### config.mk
export PLATFORM = sky130hd
export DESIGN_NAME = pipe_latch_buf
export DESIGN_NICKNAME = d
export VERILOG_FILES = /design/src/rtl/pipeline_pkg.sv /design/src/rtl/pipe_latch_buf_ptr.sv /design/src/rtl/pipe_latch_buf.sv
export SDC_FILE = /design/constraint.sdc
export NUM_CORES = 1
export LEC_CHECK = 0
export CAP_MARGIN = 20
export CELL_PAD_IN_SITES_DETAIL_PLACEMENT = 0
export CELL_PAD_IN_SITES_GLOBAL_PLACEMENT = 1
export CORE_MARGIN = 4
export CORE_UTILIZATION = 41
export DETAILED_ROUTE_END_ITERATION = 8
export GPL_ROUTABILITY_DRIVEN = 0
export HOLD_SLACK_MARGIN = 0.02
export PLACE_DENSITY = 0.84
export SYNTH_ARGS = -nofsm -noshare
export SYNTH_HDL_FRONTEND = slang
export SYNTH_SLANG_ARGS = --single-unit
export TNS_END_PERCENT = 5
### constraint.sdc
create_clock -name CLK -period 6.8 [get_ports CLK]
set_input_delay 1.02 -clock CLK [delete_from_list [all_inputs] [get_ports CLK]]
set_output_delay 1.02 -clock CLK [all_outputs]
set_load 0.02 [all_outputs]
### src/rtl/pipeline_pkg.sv
// -----------------------------------------------------------------------------
// pipeline_pkg
// Shared pipeline definitions used by the inter-stage latch buffers.
//   PIPE_BUF_MAX_DEPTH : largest legal DEPTH of a pipe_latch_buf instance.
//   pipe_buf_stats_t   : occupancy/flow statistics counters, used when the
//                        latch is built with PIPE_LATCH_BUF_STATS_EN.
// -----------------------------------------------------------------------------
package pipeline_pkg;

    localparam int PIPE_BUF_MAX_DEPTH = 16;

    typedef struct packed {
        logic [31:0] stall_cycles;
        logic [31:0] bubble_cycles;
        logic [15:0] flush_count;
    } pipe_buf_stats_t;

endpackage

### src/rtl/pipe_latch_buf_ptr.sv
// -----------------------------------------------------------------------------
// pipe_latch_buf_ptr
// Modulo-DEPTH pointer with wrap from DEPTH-1 back to 0; works for any depth,
// including non-power-of-two.
// Ports:
//   CLK   in   clock, rising edge
//   nRST  in   asynchronous active-low reset (pointer -> 0)
//   clr   in   synchronous clear to 0, dominates inc
//   inc   in   advance pointer by one (with wrap)
//   ptr   out  current pointer value
// -----------------------------------------------------------------------------
module pipe_latch_buf_ptr #(
    parameter int DEPTH = 2,
    parameter int PTR_W = 1
) (
    input  logic             CLK,
    input  logic             nRST,
    input  logic             clr,
    input  logic             inc,
    output logic [PTR_W-1:0] ptr
);

    always_ff @(posedge CLK or negedge nRST) begin
        if (!nRST) begin
            ptr <= '0;
        end else if (clr) begin
            ptr <= '0;
        end else if (inc) begin
            ptr <= (ptr == PTR_W'(DEPTH - 1)) ? '0 : ptr + PTR_W'(1);
        end
    end

endmodule

### src/rtl/pipe_latch_buf.sv
// -----------------------------------------------------------------------------
// pipe_latch_buf
// DEPTH-entry elastic latch between two pipeline stages. Carries any packed
// stage struct cast to DATA_W bits, with a valid/ready handshake on both
// sides, synchronous flush and outputs decoded from registered state only.
// Optional statistics counters are built when PIPE_LATCH_BUF_STATS_EN is
// defined.
// Ports:
//   CLK, nRST            clock (rising edge), async active-low reset
//   flush                synchronous kill of all stored entries
//   in_valid/in_ready    upstream handshake, in_data sampled on push
//   out_valid/out_ready  downstream handshake, out_data is the oldest entry
//   count, full, empty   occupancy status
//   stall_cycles, bubble_cycles, flush_count  (PIPE_LATCH_BUF_STATS_EN only)
// -----------------------------------------------------------------------------
module pipe_latch_buf
    import pipeline_pkg::*;
#(
    parameter int DATA_W = 32,
    parameter int DEPTH  = 2,
    parameter int CNT_W  = $clog2(DEPTH + 1)
) (
    input  logic              CLK,
    input  logic              nRST,
    input  logic              flush,
    input  logic              in_valid,
    output logic              in_ready,
    input  logic [DATA_W-1:0] in_data,
    output logic              out_valid,
    input  logic              out_ready,
    output logic [DATA_W-1:0] out_data,
    output logic [CNT_W-1:0]  count,
    output logic              full,
    output logic              empty
`ifdef PIPE_LATCH_BUF_STATS_EN
    ,
    output logic [31:0]       stall_cycles,
    output logic [31:0]       bubble_cycles,
    output logic [15:0]       flush_count
`endif
);

    // A single-entry latch still uses a 1-bit pointer; its second memory
    // slot is never addressed.
    localparam int PTR_W = (DEPTH > 1) ? $clog2(DEPTH) : 1;
    localparam int MEM_N = (DEPTH > 1) ? DEPTH : 2;

    if (DEPTH < 1 || DEPTH > PIPE_BUF_MAX_DEPTH) begin : g_depth_check
        $error("pipe_latch_buf: DEPTH out of range");
    end

    logic [DATA_W-1:0] mem [MEM_N];
    logic [PTR_W-1:0]  wr_ptr;
    logic [PTR_W-1:0]  rd_ptr;
    logic              push;
    logic              pop;
    logic              wr_en;
    logic              rd_en;

    // Status is decoded from the count register alone, so in_ready never
    // depends combinationally on out_ready.
    assign full      = (count == CNT_W'(DEPTH));
    assign empty     = (count == '0);
    assign in_ready  = !full;
    assign out_valid = !empty;
    assign out_data  = empty ? '0 : mem[rd_ptr];

    assign push  = in_valid & in_ready;
    assign pop   = out_valid & out_ready;
    assign wr_en = push & !flush;
    assign rd_en = pop & !flush;

    pipe_latch_buf_ptr #(.DEPTH(DEPTH), .PTR_W(PTR_W)) u_wr_ptr (
        .CLK  (CLK),
        .nRST (nRST),
        .clr  (flush),
        .inc  (wr_en),
        .ptr  (wr_ptr)
    );

    pipe_latch_buf_ptr #(.DEPTH(DEPTH), .PTR_W(PTR_W)) u_rd_ptr (
        .CLK  (CLK),
        .nRST (nRST),
        .clr  (flush),
        .inc  (rd_en),
        .ptr  (rd_ptr)
    );

    // Storage: payload only, not reset
    always_ff @(posedge CLK) begin
        if (wr_en) begin
            mem[wr_ptr] <= in_data;
        end
    end

    // Occupancy
    always_ff @(posedge CLK or negedge nRST) begin
        if (!nRST) begin
            count <= '0;
        end else if (flush) begin
            count <= '0;
        end else if (wr_en && !rd_en) begin
            count <= count + CNT_W'(1);
        end else if (rd_en && !wr_en) begin
            count <= count - CNT_W'(1);
        end
    end

`ifdef PIPE_LATCH_BUF_STATS_EN
    function automatic logic [31:0] sat_inc32(input logic [31:0] v);
        return (&v) ? v : v + 32'd1;
    endfunction

    function automatic logic [15:0] sat_inc16(input logic [15:0] v);
        return (&v) ? v : v + 16'd1;
    endfunction

    pipe_buf_stats_t stats;

    // Statistics survive flush; only nRST clears them
    always_ff @(posedge CLK or negedge nRST) begin
        if (!nRST) begin
            stats <= '0;
        end else begin
            if (in_valid && !in_ready) begin
                stats.stall_cycles <= sat_inc32(stats.stall_cycles);
            end
            if (out_ready && !out_valid) begin
                stats.bubble_cycles <= sat_inc32(stats.bubble_cycles);
            end
            if (flush) begin
                stats.flush_count <= sat_inc16(stats.flush_count);
            end
        end
    end

    assign stall_cycles  = stats.stall_cycles;
    assign bubble_cycles = stats.bubble_cycles;
    assign flush_count   = stats.flush_count;
`endif

endmodule

==> results_tabular.tex <==
\begin{tabular}{lr}
\hline
Metric & Value \\
\hline
\multicolumn{2}{l}{\textbf{Die}} \\
Core area & 0.00606 sq mm \\
Die extent in y & 88.1 um \\
Initial cell density of the core & 43.4\% \\
IO Count & 75 \\
Width of the die & 88.1 um \\
Die outline area & 0.00777 sq mm \\
Count of standard-cell rows & 28 \\
\multicolumn{2}{l}{\textbf{Cells and area}} \\
Non-filler cells, final & 323 \\
ANT cells & 0 \\
Final nets & 280 \\
Layout Area Growth over Synthesis & 39.6\% \\
Filler cells & 482 \\
Fraction of final layout cells with drive strength greater than 1 & 8.87\% \\
\multicolumn{2}{l}{\textbf{Worst hold path}} \\
WHS Path Cells & 2 \\
Path category of the worst min-delay check & flip-flop to flip-flop \\
\multicolumn{2}{l}{\textbf{Setup path}} \\
Family of cells with the greatest summed delay on the critical path & flip-flops \\
Crit path DAT & 2.31 ns \\
Data required, critical path & 5.78 ns \\
Slowest stage cell, crit path & dfrtp\_2 \\
Number of stages on the worst setup path & 3 \\
Chain of cells forming the critical path & mux2i\_1 > nor2\_1 > clkdlybuf4s50\_1 \\
Critical Path Start Type & flip-flop \\
Biggest cell delay along the critical path & 0.99 ns \\
Crit path max fanout & 33 \\
Type of the worst setup path & flip-flop to output port \\
Startpoint of the worst register-to-register path & count[0] \\
Type of destination of the critical path & output port \\
Number of buffer and inverter stages on the critical path & 1 \\
CP Capture Point & out\_data[31] \\
Internal reg-to-reg setup slack & 5.08 ns \\
Endpoint of the worst-slack reg-to-reg timing path & mem[1][1] \\
FF-to-FF path depth & 4 \\
Worst setup path startpoint & u\_rd\_ptr.ptr \\
\multicolumn{2}{l}{\textbf{Status}} \\
Result of the run & finished clean \\
\multicolumn{2}{l}{\textbf{Placed design}} \\
Estimated wirelength of the detail-placed design & 3.14 mm \\
Number of input and output port buffers inserted & 74 \\
Dpl cells & 307 \\
Worst slack at placement & 3.76 ns \\
\multicolumn{2}{l}{\textbf{Timing}} \\
Worst clock skew & 0.00599 ns \\
Number of pins exceeding their max-slew limit in the final report & 0 \\
Shortest period the worst path allows & 3.33 ns \\
Setup Total Neg Slack & 0 ns \\
Final critical-path share of the clock period & 48.9\% \\
Slew HR & 36.4\% \\
Setup repair after global routing missed its margin & false \\
Highest Clock Rate & 301 MHz \\
Setup-failing EPs final & 0 \\
Final Hold Vio Count & 0 \\
Transition at the pin with the smallest max-transition slack & 0.953 ns \\
Tightest hold margin & 0.608 ns \\
Smallest setup slack after layout & 3.47 ns \\
\multicolumn{2}{l}{\textbf{Clock tree}} \\
Clk root buf & clkbuf\_8 \\
Maximum level of the CTS H-tree & 3 \\
Sinks on Clock Net & 68 \\
Clock insertion delay at the later pin of the skew report & 0.32 ns \\
CTS buffer count & 9 \\
CTS-repair resized insts & 0 \\
Setup Buffers After CTS & 0 \\
Number of buffers on the longest clock path & 2 \\
Hold buffer count at cts & 0 \\
Clock transition time at the flip-flop clock pins of the worst setup and hold paths & 0.07 ns \\
CTS tree & done \\
\multicolumn{2}{l}{\textbf{GRT}} \\
First-pass GRT wire length & 7.28 mm \\
Number of global-route vias before repair & 1,588 \\
Overall routing resource usage & 12.8\% \\
Initial antenna violation count & 0 \\
Maximum number of pins on one net before global-route repair & 34 \\
Remaining global-route overflow & 0 \\
\multicolumn{2}{l}{\textbf{Detailed routing}} \\
WL per Instance & 14.2 um \\
Vias per std cell & 4.72 \\
First-iteration detailed-routing DRC count & 64 \\
\# DRC & 0 \\
Via count & 1,523 \\
Post-Route WL & 4.60 mm \\
Antenna Nets Post-Route & 0 \\
First drt pass iteration count & 4 \\
\multicolumn{2}{l}{\textbf{Pwr}} \\
Cell area power density & 261 mW/mm\^{}2 \\
Static Leak & 1.23 nW \\
Peak ir drop on the vdd network & 0.000166 V \\
\multicolumn{2}{l}{\textbf{Flow run}} \\
Max-cap violations & 0 \\
\multicolumn{2}{l}{\textbf{Logic synthesis}} \\
Average cell area after synthesis & 16.3 sq um \\
Number of distinct standard cells referenced by the synthesized netlist & 19 \\
Combined area of all synthesized cells & 0.00263 sq mm \\
Mapped Nets & 199 \\
Number of warning messages in the yosys log & 0 \\
Post-synthesis sequential element count & 68 \\
Post-synthesis sequential area ratio & 76.8\% \\
Synthesized instance count & 162 \\
\hline
\end{tabular}
## metrics by stage
stage                     total power [W]  util [%]  instance area [sq um]
final                            0.000958      60.7                   3680
after detailed placement         0.000629      57.2                   3470
after CTS                        0.000970      60.7                   3680
after global placement           0.000626      57.2                   3470
after global routing              0.00100      60.7                   3680
after floorplan                  0.000559         -                   2630
## layer usage
layer	global-route usage, %	vias up	share of wire, %
met2	21.7	42	52
met4	6.59	0	1.3
met3	3.86	6	6.2
met1	14.6	715	41
li1	-	760	-
met5	0	-	0
## synthesized netlist by cell type
cell type  instances  area share, %
nor3_1             1           0.19
o211ai_1           1           0.29
nand2b_2           1           0.33
inv_2              1           0.14
nand2_1            1           0.14
or3_1              1           0.24
a21o_1             1           0.29
xor2_1             1           0.33
or2_1              1           0.24
buf_2              7            1.3
nor3b_1            2           0.57
mux2i_1           33             13
o21ai_0            2           0.38
dfrtp_1            4            3.8
inv_1              2           0.29
edfxtp_1          64             73
nor2_1            34            4.8
a21oi_1            4           0.76
nand3b_1           1           0.29
## power by group
group | internal, W | switching (W) | total [W]
sequential | 0.000475 | 0.0000135 | 0.000489
combinational | 0.0000677 | 0.0000600 | 0.000128
clock | 0.000205 | 0.000137 | 0.000342
total | 0.000748 | 0.000210 | 0.000958
## worst reg2reg max path, delay by kind of cell, from the launching register on
family                 cells  cell delay, ns
buffers and inverters      1            0.39
flip-flops                 1            0.47
AND/OR/NAND/NOR            3            0.49
## final cells by class
class,instances,area (sq um),share of cell area (%)
Clock inverter,5,76.3,2.08
Multi-Input combinational cell,84,577,15.7
Timing Repair Buffer,77,763,20.8
Inverter,3,11.3,0.306
Clock buffer,11,131,3.57
Sequential cell,68,2020,55.0
Tap cell,75,93.8,2.55
## cells in the final DEF (no fill, tap or decap)
cell type | Yosys | layout
inv_1 | 2 | 2
edfxtp_1 | 64 | 64
a21o_1 | 1 | 1
clkinvlp_4 | 0 | 1
xor2_1 | 1 | 1
nand2b_2 | 1 | 1
nand2_1 | 1 | 1
buf_4 | 0 | 3
dfrtp_2 | 0 | 1
o211ai_1 | 1 | 1
clkbuf_1 | 0 | 2
nor3b_2 | 0 | 1
or3_1 | 1 | 1
nor3_2 | 0 | 1
nor2_2 | 0 | 1
a21oi_1 | 4 | 4
clkdlybuf4s50_1 | 0 | 74
bufinv_16 | 0 | 2
clkbuf_8 | 0 | 9
mux2i_1 | 33 | 33
nor3b_1 | 2 | 1
clkinv_2 | 0 | 1
clkinv_1 | 0 | 1
nor2_1 | 34 | 33
nand3b_1 | 1 | 1
dfrtp_1 | 4 | 3
or2_1 | 1 | 1
o21ai_0 | 2 | 2
inv_2 | 1 | 1
## worst min path at each step
stage,from,to
6_report,u_wr_ptr.ptr,u_wr_ptr.ptr
5_1_grt,u_wr_ptr.ptr,u_wr_ptr.ptr
4_1_cts,u_wr_ptr.ptr,u_wr_ptr.ptr
3_5_place_dp,u_wr_ptr.ptr,u_wr_ptr.ptr
3_3_place_gp,u_wr_ptr.ptr,u_wr_ptr.ptr
2_1_floorplan,u_wr_ptr.ptr,u_wr_ptr.ptr
## sequential cells by signal, summed over array words and instances, names as in the netlist
name          cells
u_rd_ptr.ptr      1
mem              64
u_wr_ptr.ptr      1
count             2
## cells by family (layout without fill, tap and decap cells)
kind of cell / after synthesis / after routing / synth area share [%]
buf+inv: 10 / 96 / 1.76
simple gates: 42 / 42 / 6.84
mux: 33 / 33 / 12.5
flops: 68 / 68 / 76.8
compound gates: 8 / 8 / 1.71
xor+xnor: 1 / 1 / 0.333
(Power assumes the default switching activity.)
